$ cat src/rtl/spike_train_monitor.sv
// spike_train_monitor: hysteresis spike detector, inter-spike-interval FIFO and windowed rate counter
// Latency: spike/burst are registered one cycle after the spike sample; a pushed ISI is visible in that same cycle.
// Backpressure: isi_valid/isi_ready drain port; a push into a full FIFO without a pop is dropped and sets sticky overflow.
//
// Ports:
//   clk, rst            clock, synchronous active-high reset
//   en, v_in            sample strobe and signed membrane sample (integer part of v)
//   spike               one-cycle pulse per detected spike
//   isi_valid/isi_data  FIFO head (isi_data is 0 while empty), popped by isi_ready
//   rate, rate_valid    spike count of the last completed WIN-sample window, update pulse
//   overflow, clr_ovf   sticky ISI-drop flag and its clear
//   burst               short-ISI flag, only with SPIKE_MON_BURST_EN defined (tied 0 otherwise)
module spike_train_monitor #(
  parameter int VW        = 8,
  parameter int TH_HI     = 25,
  parameter int TH_LO     = -40,
  parameter int ISI_W     = 12,
  parameter int WIN       = 256,
  parameter int DEPTH     = 4,
  parameter int BURST_MAX = 8
) (
  input  logic                 clk,
  input  logic                 rst,
  input  logic                 en,
  input  logic signed [VW-1:0] v_in,
  output logic                 spike,
  output logic                 isi_valid,
  output logic [ISI_W-1:0]     isi_data,
  input  logic                 isi_ready,
  output logic [7:0]           rate,
  output logic                 rate_valid,
  output logic                 overflow,
  input  logic                 clr_ovf,
  output logic                 burst
);

  localparam logic [0:0] ST_ARMED   = 1'b0;
  localparam logic [0:0] ST_REFRACT = 1'b1;

  localparam int PW  = (DEPTH > 1) ? $clog2(DEPTH) : 1;
  localparam int CW  = $clog2(DEPTH + 1);
  localparam int WCW = (WIN > 1) ? $clog2(WIN) : 1;

  localparam logic signed [VW-1:0] TH_HI_V   = VW'(TH_HI);
  localparam logic signed [VW-1:0] TH_LO_V   = VW'(TH_LO);
  localparam logic [ISI_W-1:0]     ISI_MAX   = '1;
  localparam logic [CW-1:0]        FULL_CNT  = CW'(DEPTH);
  localparam logic [WCW-1:0]       WIN_LAST  = WCW'(WIN - 1);

  logic [0:0]       state;
  logic             first_seen;
  logic [ISI_W-1:0] isi_cnt;
  logic [ISI_W-1:0] mem [DEPTH];
  logic [PW-1:0]    wr_ptr;
  logic [PW-1:0]    rd_ptr;
  logic [CW-1:0]    count;
  logic [WCW-1:0]   win_cnt;
  logic [7:0]       spk_cnt;

  logic       spike_smp;
  logic       rearm;
  logic       push;
  logic       pop;
  logic       full;
  logic       push_ok;
  logic       drop;
  logic [8:0] spk_sum;
  logic [7:0] spk_next;

  // Detector: only an armed detector fires, only a refractory one re-arms.
  assign spike_smp = en && (state == ST_ARMED)   && (v_in >= TH_HI_V);
  assign rearm     = en && (state == ST_REFRACT) && (v_in <= TH_LO_V);

  // The very first spike has no predecessor, so it only starts the interval.
  assign push    = spike_smp && first_seen;
  assign pop     = isi_valid && isi_ready;
  assign full    = (count == FULL_CNT);
  // When full, a same-edge pop frees the head slot, which is exactly the slot wr_ptr points at.
  assign push_ok = push && (!full || pop);
  assign drop    = push && full && !pop;

  assign isi_valid = (count != '0);
  assign isi_data  = isi_valid ? mem[rd_ptr] : '0;

  // Spike count including the current sample, saturated to 8 bits.
  assign spk_sum  = {1'b0, spk_cnt} + 9'(spike_smp);
  assign spk_next = spk_sum[8] ? 8'hFF : spk_sum[7:0];

  always_ff @(posedge clk) begin
    if (rst) begin
      state      <= ST_ARMED;
      first_seen <= 1'b0;
      isi_cnt    <= '0;
      spike      <= 1'b0;
    end else begin
      spike <= spike_smp;
      if (spike_smp) begin
        state      <= ST_REFRACT;
        first_seen <= 1'b1;
      end else if (rearm) begin
        state <= ST_ARMED;
      end
      // Counter holds the sample distance to the previous spike; a spike restarts it at 1
      // so that the next spike's value equals the index difference.
      if (spike_smp) begin
        isi_cnt <= ISI_W'(1);
      end else if (en && (isi_cnt != ISI_MAX)) begin
        isi_cnt <= isi_cnt + ISI_W'(1);
      end
    end
  end

  always_ff @(posedge clk) begin
    if (!rst && push_ok) begin
      mem[wr_ptr] <= isi_cnt;
    end
  end

  always_ff @(posedge clk) begin
    if (rst) begin
      wr_ptr   <= '0;
      rd_ptr   <= '0;
      count    <= '0;
      overflow <= 1'b0;
    end else begin
      if (push_ok) begin
        wr_ptr <= wr_ptr + PW'(1);
      end
      if (pop) begin
        rd_ptr <= rd_ptr + PW'(1);
      end
      if (push_ok && !pop) begin
        count <= count + CW'(1);
      end else if (pop && !push_ok) begin
        count <= count - CW'(1);
      end
      // A fresh drop wins over a clear on the same edge.
      if (drop) begin
        overflow <= 1'b1;
      end else if (clr_ovf) begin
        overflow <= 1'b0;
      end
    end
  end

  always_ff @(posedge clk) begin
    if (rst) begin
      win_cnt    <= '0;
      spk_cnt    <= '0;
      rate       <= '0;
      rate_valid <= 1'b0;
    end else begin
      rate_valid <= 1'b0;
      if (en) begin
        if (win_cnt == WIN_LAST) begin
          // A spike on the closing sample belongs to the closing window.
          rate       <= spk_next;
          rate_valid <= 1'b1;
          spk_cnt    <= '0;
          win_cnt    <= '0;
        end else begin
          spk_cnt <= spk_next;
          win_cnt <= win_cnt + WCW'(1);
        end
      end
    end
  end

`ifdef SPIKE_MON_BURST_EN
  localparam logic [ISI_W-1:0] BURST_LIM = ISI_W'(BURST_MAX);

  // Registered alongside spike, so it lines up with the pulse and the pushed word.
  always_ff @(posedge clk) begin
    if (rst) begin
      burst <= 1'b0;
    end else begin
      burst <= push && (isi_cnt <= BURST_LIM);
    end
  end
`else
  assign burst = 1'b0;

  // BURST_MAX only matters in the burst build.
  logic unused_burst_cfg;
  assign unused_burst_cfg = (BURST_MAX != 0);
`endif

endmodule

$ cat config.mk
export PLATFORM = sky130hd
export DESIGN_NAME = spike_train_monitor
export DESIGN_NICKNAME = d
export VERILOG_FILES = /design/src/rtl/spike_train_monitor.sv
export SDC_FILE = /design/constraint.sdc
export NUM_CORES = 1
export LEC_CHECK = 0
export CORE_MARGIN = 2
export CORE_UTILIZATION = 61
export CTS_BUF_LIST = sky130_fd_sc_hd__clkbuf_16
export DETAILED_ROUTE_END_ITERATION = 10
export PLACE_DENSITY = 0.91
export SLEW_MARGIN = 5
export SYNTH_ARGS = -nofsm -noshare
export SYNTH_HDL_FRONTEND = slang
export SYNTH_SLANG_ARGS = --single-unit
$ cat constraint.sdc
create_clock -name clk -period 5.7 [get_ports clk]
set_clock_uncertainty 0.15 [all_clocks]
set_input_delay 1.71 -clock clk [delete_from_list [all_inputs] [get_ports clk]]
set_output_delay 1.71 -clock clk [all_outputs]
set_load 0.005 [all_outputs]
---- Word level (Yosys, flattened, before mapping) ----
Memories as Yosys holds them, arrays and structs flattened. A register that Yosys moved wholly into a read port is not among the register bits.
Index checks and enable logic that the tools add are counted.
Widths: inputs -> output; s select.
storage, ports and cells
  flip-flop bits (word level) ............. 48
  RAM bits ................................ 48
  input bits .............................. 13
  word-level logic and storage cells ...... 71
  memories ................................ 1
cells by class
  add/subtract/negate cells ............... 7
  $lt $le $gt $ge ......................... 2
  equality and inequality tests ........... 3
  mux-type cells .......................... 17
  bitwise gates (word level) .............. 2
  reductions and logical operators ........ 26
memory list
  memory  depth  bits a word  rd ports  clocked after memory_dff  write ports  RTL line  source
  mem     4      12           1         1                         1            53        logic [ISI_W-1:0] mem [DEPTH];
operator list
  kind                   number
  $mux 8                 3
  $logic_and 1x1->1      13
  $add 12x1->12 const B  1
  $mux 12                1
  $ne 12x12->1 const B   1
  $add 8x1->9            1
  $mux 1                 9
  $add 8x1->8 const B    1
  $eq 8x8->1 const B     1
  $ge 8x6->1 const B     1
  $le 8x7->1 const B     1
  $reduce_bool 2->1      4
  $mux 3                 2
  $add 2x1->2 const B    2
  $logic_not 1->1        4
  $mux 2                 2
  $reduce_or 2->1        2
  $add 3x1->3 const B    1
  $eq 3x3->1 const B     1
  $reduce_bool 3->1      1
  $sub 3x1->3 const B    1
  $not 1->1              2
  $reduce_and 2->1       1
  $logic_or 1x1->1       1

---- Logic depth before layout (Yosys ltp) ----
  depth after elaboration ................. 9
  mapped depth ............................ 9
  gate-level depth less buffers ........... 9

---- Worst setup path after synthesis ----
No wires, ideal clock.
  path type ............................... in2reg
  start ................................... input port v_in[2]
  end ..................................... register count[2]
  setup time .............................. 0.070 ns
  data arrival time ....................... 3.663 ns
  data required time ...................... 5.480 ns
  path slack .............................. 1.817 ns
  cell stages on the path ................. 9
  path buffers ............................ 0
  path through ............................ nor3_1 > a2111oi_4 > and3_4 > ha_1 > inv_1 > fa_1 > xor2_1 > or3_1 > a21oi_1
between the ends
  longest elaborated chain between the ends .. 7
  elaborated cells between the ends (all ways) .. 9
  those cells by class .................... order compare (1); mux (1); reduce/logical (7)
ends and longest elaborated chain
  item                                RTL line  source
  from (decl)                         25        input logic signed [VW-1:0] v_in,
  $ge 8x6->1 (*)                      71        assign spike_smp = en && (state == ST_ARMED) && (v_in >= TH_HI_V);
  $logic_and 1x1->1 (*)               71
  net spike_smp                       60        logic spike_smp;
  $logic_and 1x1->1 (*)               75        assign push = spike_smp && first_seen;
  $logic_and 1x1->1 (*)               79        assign push_ok = push && (!full || pop);
  $logic_not 1->1                     134       end else if (pop && !push_ok) begin
  $logic_and 1x1->1                   134
  $reduce_bool 2->1 (no source line)  --
  to (signal assigned)                133       count <= count + CW'(1);
  to (signal assigned)                135       count <= count - CW'(1);
  to (decl)                           56        logic [CW-1:0] count;
Mark *: on every way through the listed nets, which the timed path passes. The rest lies on a longest branch.
A chain may end at the register's enable or synchronous reset.

---- Final worst setup path ----
  start ................................... input port en
  end ..................................... register spk_cnt[3]
between the ends
  longest elaborated chain between the ends .. 5
ends and longest elaborated chain
  item                            RTL line  source
  from (decl)                     24        input logic en,
  $logic_and 1x1->1 (2 in a row)  71
  net spike_smp                   60
  $add 8x1->9                     86        assign spk_sum = {1'b0, spk_cnt} + 9'(spike_smp);
  $mux 8                          87        assign spk_next = spk_sum[8] ? 8'hFF : spk_sum[7:0];
  $mux 8                          155       if (win_cnt == WIN_LAST) begin
  to (signal assigned)            162       spk_cnt <= spk_next;
  to (decl)                       58        logic [7:0] spk_cnt;
The timed path passes the listed nets, and every way through them passes these cells.

==> results.tsv <==
metric	value	unit
drc	0	
numCtsBuffers	9	
layout-drive-gt1-share	12.5	%
die_area	7680	um2
async_flop_share	0	%
initial_core_util	62.8	%
place_hpwl	5460	um
drtIter0Drc	173	
antenna_left	0	
die_x	87.6	um
start_kind	primary input	
num_rows	30	
yosys_warnings	0	
hold_depth	1	
maxCapViolCount	0	
dp_slack	871	ps
via_per_inst	6.02	
fin_crit_sh	80.3	%
syn_inst	351	
syn-cell-area	4260	um2
die_h	87.6	um
clkSlewWorstSetupHoldPaths	60	ps
nets	409	
synth_area_leaders	edfxtp_1 34%, dfxtp_1 23%, mux4_2 6.3%	
required	5790	ps
relSlewSlack	47.4	%
startpoint	en	
min_to	rate[6]	
syn_avg_cell_area	12.1	um2
clockBufferDepth	2	
r2r_setup_slack	2960	ps
fmax	0.218	GHz
criticalPathCategory	in2reg	
track_usage	23.6	%
ir_drop	0.186	mV
p_per_area	337	nW/um2
rsz0062_at_grt	no	
clock_sinks	98	
wirelength	8330	um
cts_root_buf	clkbuf_16	
r2r-end	spk_cnt[3]	
portBuffers	36	
grt-ovfl-total	0	
min_period	4580	ps
grt_pass1_vias	2792	
grt_pass1_wl	13700	um
first_pass_iters	5	
timing.final.hold_violations	0	
antenna_found_initial	0	
area_delta_synth_final	17.2	%
synth_top_area_share	33.8	%
worstPathMaxFanout	24	
fillers	416	
core	6790	um2
holdWs	315	ps
grt_max_degree	27	
power_leakage	1.74	nW
finalSetupViolCount	0	
clk_latency	340	ps
ys_seq_area_share	57.3	%
status	finished, final reports clean	
arrival	4660	ps
timing.final.ws_setup	1120	ps
reg2reg_depth	7	
hold_class	reg2reg	
wl_per_cell	17.1	um
route.vias.total	2933	
reg2reg_from	state	
totalNegativeSetupSlack	0	ps
synth_nets	374	
cp-end-kind	flip-flop	
post_cts_buffers	0	
yosysTopAreaCell	edfxtp_1	
worstMarginPinSlew	788	ps
hold_buffers	0	
htree_levels	3	
synth_edf_count	48	
ios	38	
synth_ff_type	dfxtp_1	
cts_tree	built	
post_cts_resize_count	0	
ys_ff_latch	98	
routabilityCongestion	0.866	
fin_util	73.6	%
n_antenna_cell	0	
hp-start	rate[6]	
finalMaxSlewViolations	0	
synth_cell_types	58	
-- area by class of cell --
cell class | count | area (um2) | share of cell area [%]
timing repair buffer | 38 | 375 | 7.51
tap | 96 | 120 | 2.40
clock inverter | 7 | 76.3 | 1.53
multi-input combinational | 231 | 1730 | 34.6
sequential | 98 | 2440 | 48.9
clock buffer | 9 | 225 | 4.51
inverter | 8 | 30.0 | 0.601
-- flip-flops by register name, summed over array words and instances, names as in the netlist, named ones only --
| register | cells |
|---|---|
| isi_cnt | 12 |
| wr_ptr | 2 |
| rd_ptr | 2 |
| rate | 8 |
| rate_valid | 1 |
| first_seen | 1 |
| mem | 48 |
| spike | 1 |
| win_cnt | 8 |
| state | 1 |
| spk_cnt | 8 |
| overflow | 1 |
| count | 3 |
-- layout by cell type (no fill, tap or decap), drive strengths merged, types with 4 or more instances in the layout --
| cell | count |
|---|---|
| edfxtp | 48 |
| nand3 | 10 |
| o2bb2ai | 6 |
| and2 | 18 |
| nor3 | 14 |
| and3 | 8 |
| ha | 9 |
| and4 | 4 |
| inv | 9 |
| clkdlybuf4s50 | 36 |
| clkbuf | 9 |
| a21oi | 20 |
| mux4 | 12 |
| or3 | 5 |
| nand2 | 21 |
| nor2 | 30 |
| xor2 | 7 |
| nand4 | 6 |
| o21ai | 12 |
| dfxtp | 50 |
| nor2b | 4 |
| mux2i | 5 |
-- worst max path at each step --
stage	to	slack (ps)	cells after the start
4_1_cts	spk_cnt[3]	1170	10
2_1_floorplan	count[2]	1820	9
3_5_place_dp	spk_cnt[3]	870	10
6_report	spk_cnt[3]	1120	10
3_3_place_gp	spk_cnt[3]	1050	10
5_1_grt	spk_cnt[3]	870	10
-- per-layer routing --
metal | wire (um) | GRT usage, %
met1 | 3420 | 29.0
met2 | 4440 | 41.3
met3 | 368 | 4.52
met4 | 107 | 9.37
met5 | 0 | 0
-- synth_stat cells, types with 2 or more instances --
master	n
a211oi_1	2
a221oi_1	2
nand2b_1	2
nand2_1	21
mux2i_1	5
nor2_1	30
a22o_1	2
o21ai_0	11
xor2_1	7
buf_4	2
nand3_1	10
o211ai_1	2
or2_2	2
clkbuf_1	8
edfxtp_1	48
and2_1	17
inv_1	7
nor3_1	6
a31oi_1	3
a21oi_1	20
mux4_2	12
ha_1	9
dfxtp_1	50
nand3b_1	3
nor3_2	8
and3_1	7
nor2b_1	4
xnor2_1	2
o2bb2ai_1	6
nand4b_1	2
or3_1	5
buf_2	3
and4_1	3
nand4_1	6
-- critical path, cell delays in order --
cell             delay (ps)
clkdlybuf4s50_1         460
buf_4                   250
nand2b_1                150
a2111oi_4               440
ha_1                    310
ha_1                    250
and4_1                  330
and4_1                  380
o31ai_1                 100
a221oi_1                260
-- report_power, final --
part           switching [W]  total, W  internal [W]
clock               0.000266  0.000609      0.000343
sequential         0.0000384  0.000793      0.000754
combinational       0.000111  0.000281      0.000170
-- logic make-up (layout without fill, tap and decap cells) --
kind of cell | Yosys count | in the layout | synth area share, %
DFF | 98 | 98 | 57.3
adders and majority gates | 10 | 10 | 3.11
xor gates and xnor gates | 9 | 9 | 1.85
muxes | 18 | 18 | 7.86
buffers and inverters | 22 | 62 | 2.20
other | 1 | 1 | 0.0879
and+or+nand+nor | 134 | 134 | 18.1
AOI/OAI and AO/OA | 59 | 59 | 9.48
-- stage by stage --
step / power (W) / instances / cell area (um2)
floorplan: 0.000971 / 351 / 4260
global placement: 0.00107 / 471 / 4700
detailed placement: 0.00109 / 471 / 4700
CTS: 0.00170 / 487 / 5000
global route: 0.00175 / 487 / 5000
finish: 0.00168 / 487 / 5000
Power figures use the tool's default switching activity.
